$ cat src/rtl/config_sweep_pkg.sv
// Shared definitions for the configuration-code sweep checker: code geometry and FSM states.
package config_sweep_pkg;

    localparam int unsigned CODE_W    = 3;
    localparam int unsigned NUM_CODES = 8;

    typedef enum logic [2:0] {
        StIdle   = 3'd0,
        StApply  = 3'd1,
        StSettle = 3'd2,
        StCheck  = 3'd3,
        StDone   = 3'd4
    } state_t;

endpackage

$ cat src/rtl/config_sweep_checker_next_code_finder.sv
// Finds the lowest enabled code (first=1) or the lowest enabled code above cur_code.
module next_code_finder
    import config_sweep_pkg::*;
(
    input  logic [CODE_W-1:0]    cur_code,
    input  logic [NUM_CODES-1:0] mask,
    input  logic                 first,
    output logic [CODE_W-1:0]    next_code,
    output logic                 found
);

    // Scan from the top down so the last hit is the lowest qualifying code.
    always_comb begin
        next_code = '0;
        found     = 1'b0;
        for (int i = int'(NUM_CODES) - 1; i >= 0; i--) begin
            if (mask[i] && (first || (i > int'(cur_code)))) begin
                next_code = CODE_W'(i);
                found     = 1'b1;
            end
        end
    end

endmodule

$ cat config.mk
export PLATFORM = sky130hd
export DESIGN_NAME = next_code_finder
export DESIGN_NICKNAME = d
export VERILOG_FILES = /design/src/rtl/config_sweep_pkg.sv /design/src/rtl/config_sweep_checker_next_code_finder.sv
export SDC_FILE = /design/constraint.sdc
export NUM_CORES = 1
export LEC_CHECK = 0
export BUFFER_PORTS_ARGS = -buffer_cell sky130_fd_sc_hd__buf_4
export CAP_MARGIN = 5
export CORE_AREA = 2 2 39 41
export DETAILED_ROUTE_END_ITERATION = 10
export DIE_AREA = 0 0 41 43
export GPL_TIMING_DRIVEN = 0
export PLACE_DENSITY = 0.5
export SLEW_MARGIN = 20
export SYNTH_ARGS = -nofsm -noshare
export SYNTH_HDL_FRONTEND = slang
export SYNTH_SLANG_ARGS = --single-unit
$ cat constraint.sdc
create_clock -name vclk -period 2.1
set_clock_uncertainty 0.1 [all_clocks]
set_input_delay 0.42 -clock vclk [all_inputs]
set_output_delay 0.42 -clock vclk [all_outputs]
set_load 0.02 [all_outputs]
==> results_dict.tcl <==
set metrics [dict create \
    status "completed" \
    die-width_um 41 \
    layout_setup_ws_ns 0.2154 \
    die_y_um 43 \
    crit_required_ns 1.58 \
    antenna_found_initial 0 \
    finalNonFillerCells 67 \
    power.density_mw_per_mm2 229.1 \
    cts_setup_buffers 0 \
    viasPerCell 4.746 \
    dp_hpwl_um 601.2 \
    syn_inst 38 \
    synth_cell_types 24 \
    drive_above_1_share 0.3529 \
    cp.arrival_ns 1.36 \
    routedWlPerCell_um 11.21 \
    critPathCaptureType "output port" \
    initial_utilization 0.1808 \
    path_class "in -> out" \
    maxSlewViolCount 0 \
    start_kind "input pin" \
    diodes 0 \
    min_path_cells 4 \
    io_pins 16 \
    synth_seq_area_share 0 \
    setup_viol 0 \
    rsz0062_at_grt "no" \
    crit_slowest_cell "o22ai_1" \
    overflow 0 \
    leakagePower_nw 0.1631 \
    gp_congestion 0.7647 \
    worstPathMaxFanout 9 \
    vias 318 \
    peakVddDrop_mv 0.05048 \
    max_slew_margin 0.8120 \
    area_growth_syn_to_layout_pct 47.00 \
    max_freq_ghz 0.5306 \
    crit_chain "buf_2, nand2b_1, a21oi_1, o22ai_1, o2111a_1, buf_4" \
    grt_pass1_vias 252 \
    rows 14 \
    syn-cell-area_um2 250.2 \
    stdcell_area_um2 367.9 \
    synth_top_area_share 0.1050 \
    drt_first_pass_iters 4 \
    grt_usage 0.08492 \
    hold_violations 0 \
    hold_slack_ns 1.132 \
    routed_wl_um 751 \
    cts_resized 0 \
    place_area_um2 367.9 \
    synth.avg_cell_area_um2 6.585 \
    max_stage_delay_ns 0.23 \
    yosysTopAreaCell "o22a_1" \
    period_share 0.8974 \
    remaining_drc_errors 0 \
    dp.cells 67 \
    synthTopCellsByArea "o22a_1 (10%), nor2b_1 (10%), o21ai_0 (8.0%), nand2_1 (6.0%), nand2b_4 (5.5%)" \
    design.seq.count 0 \
    finalNetCount 65 \
    grt_pass1_wl_mm 1.110 \
    finalCriticalPeriod_ns 1.885 \
    grt_max_degree 11 \
    pre_cts_ws_ns 0.2138 \
    tightest_slew_ns 0.2820 \
    nClkBuffers 0 \
    yosys_warnings 0 \
    final.setup.tns_ns 0 \
    cap_violations 0 \
    core_mm2 0.001384 \
    cts-hold-fix-buffers 0 \
    die-area_mm2 0.001763 \
    fillers 156 \
    drtIter0Drc 2 \
    hold_class "in -> out" \
    seqCellArea_um2 0 \
    antenna_left 0 \
    postSynthNetCount 50 \
    port_buffers 13 \
]
==> path summary, 6_finish.rpt <==
kind,startpoint,slack [ns],end
max,cur_code[0],0.22,next_code[2]
min,mask[1],1.13,next_code[0]
==> where the power goes <==
part | internal [mW] | switching [mW] | total [mW] | leakage [nW]
clock | 0 | 0 | 0 | 0
sequential | 0 | 0 | 0 | 0
combinational | 0.0423 | 0.0420 | 0.0843 | 0.163
==> through the flow <==
step           utilization  power [mW]
2_1_floorplan            -     0.04887
3_3_place_gp        0.2658     0.08379
3_5_place_dp        0.2658     0.08419
4_1_cts             0.2658     0.08443
5_1_grt             0.2658     0.09039
6_report            0.2658     0.08426
==> synthesized netlist by cell type <==
master    n
o211ai_1  1
mux2i_1   1
nor4_1    1
buf_2     1
o22ai_1   1
o21a_1    1
nand2b_4  1
o21ai_0   4
and2b_1   1
o22a_1    3
nand2b_1  2
nand3b_2  1
nor2_1    2
o21ai_1   1
o2111a_1  1
nand2_1   4
nor2b_1   4
clkbuf_2  1
a21oi_1   2
buf_6     1
nand4_1   1
nor3_1    1
nor3b_1   1
a22oi_1   1
==> worst max-delay path, delay by kind of cell <==
| family | cells | cell delay (ns) |
|---|---|---|
| buffers and inverters | 2 | 0.30 |
| AO/OA/AOI/OAI | 3 | 0.51 |
| AND/OR/NAND/NOR | 1 | 0.12 |
==> layout by cell type, fill, tap and decap left out, drive strengths merged <==
master,instances
o2111a,1
nor3,1
nor2b,4
nor4,1
o211ai,1
o21ai,5
nand3b,1
a22oi,1
and2b,1
a21oi,2
o21a,1
nand4,1
clkbuf,1
nor3b,1
buf,15
nand2b,3
o22ai,1
nand2,4
o22a,3
nor2,2
mux2i,1
==> cells by family after synthesis <==
family	after synthesis	share of synthesized area
simple gates	19	0.4700
buf+inv	3	0.08496
compound gates	15	0.4051
mux	1	0.04000
==> area by class of cell <==
class	instances	area [µm²]	area share
multi-input combinational	35	229.0	0.6224
timing repair buffer	13	97.59	0.2653
tap	16	20.02	0.05442
buffer	3	21.27	0.05782
==> routing by layer <==
layer  part of all wire  global-route usage  up-vias
li1                   -                   -      168
met2               0.52              0.1531        4
met3              0.044             0.01047        0
met1               0.43              0.1076      146
met5                  0                   0        -
met4                  0                   0        0
(Power assumes the default switching activity.)
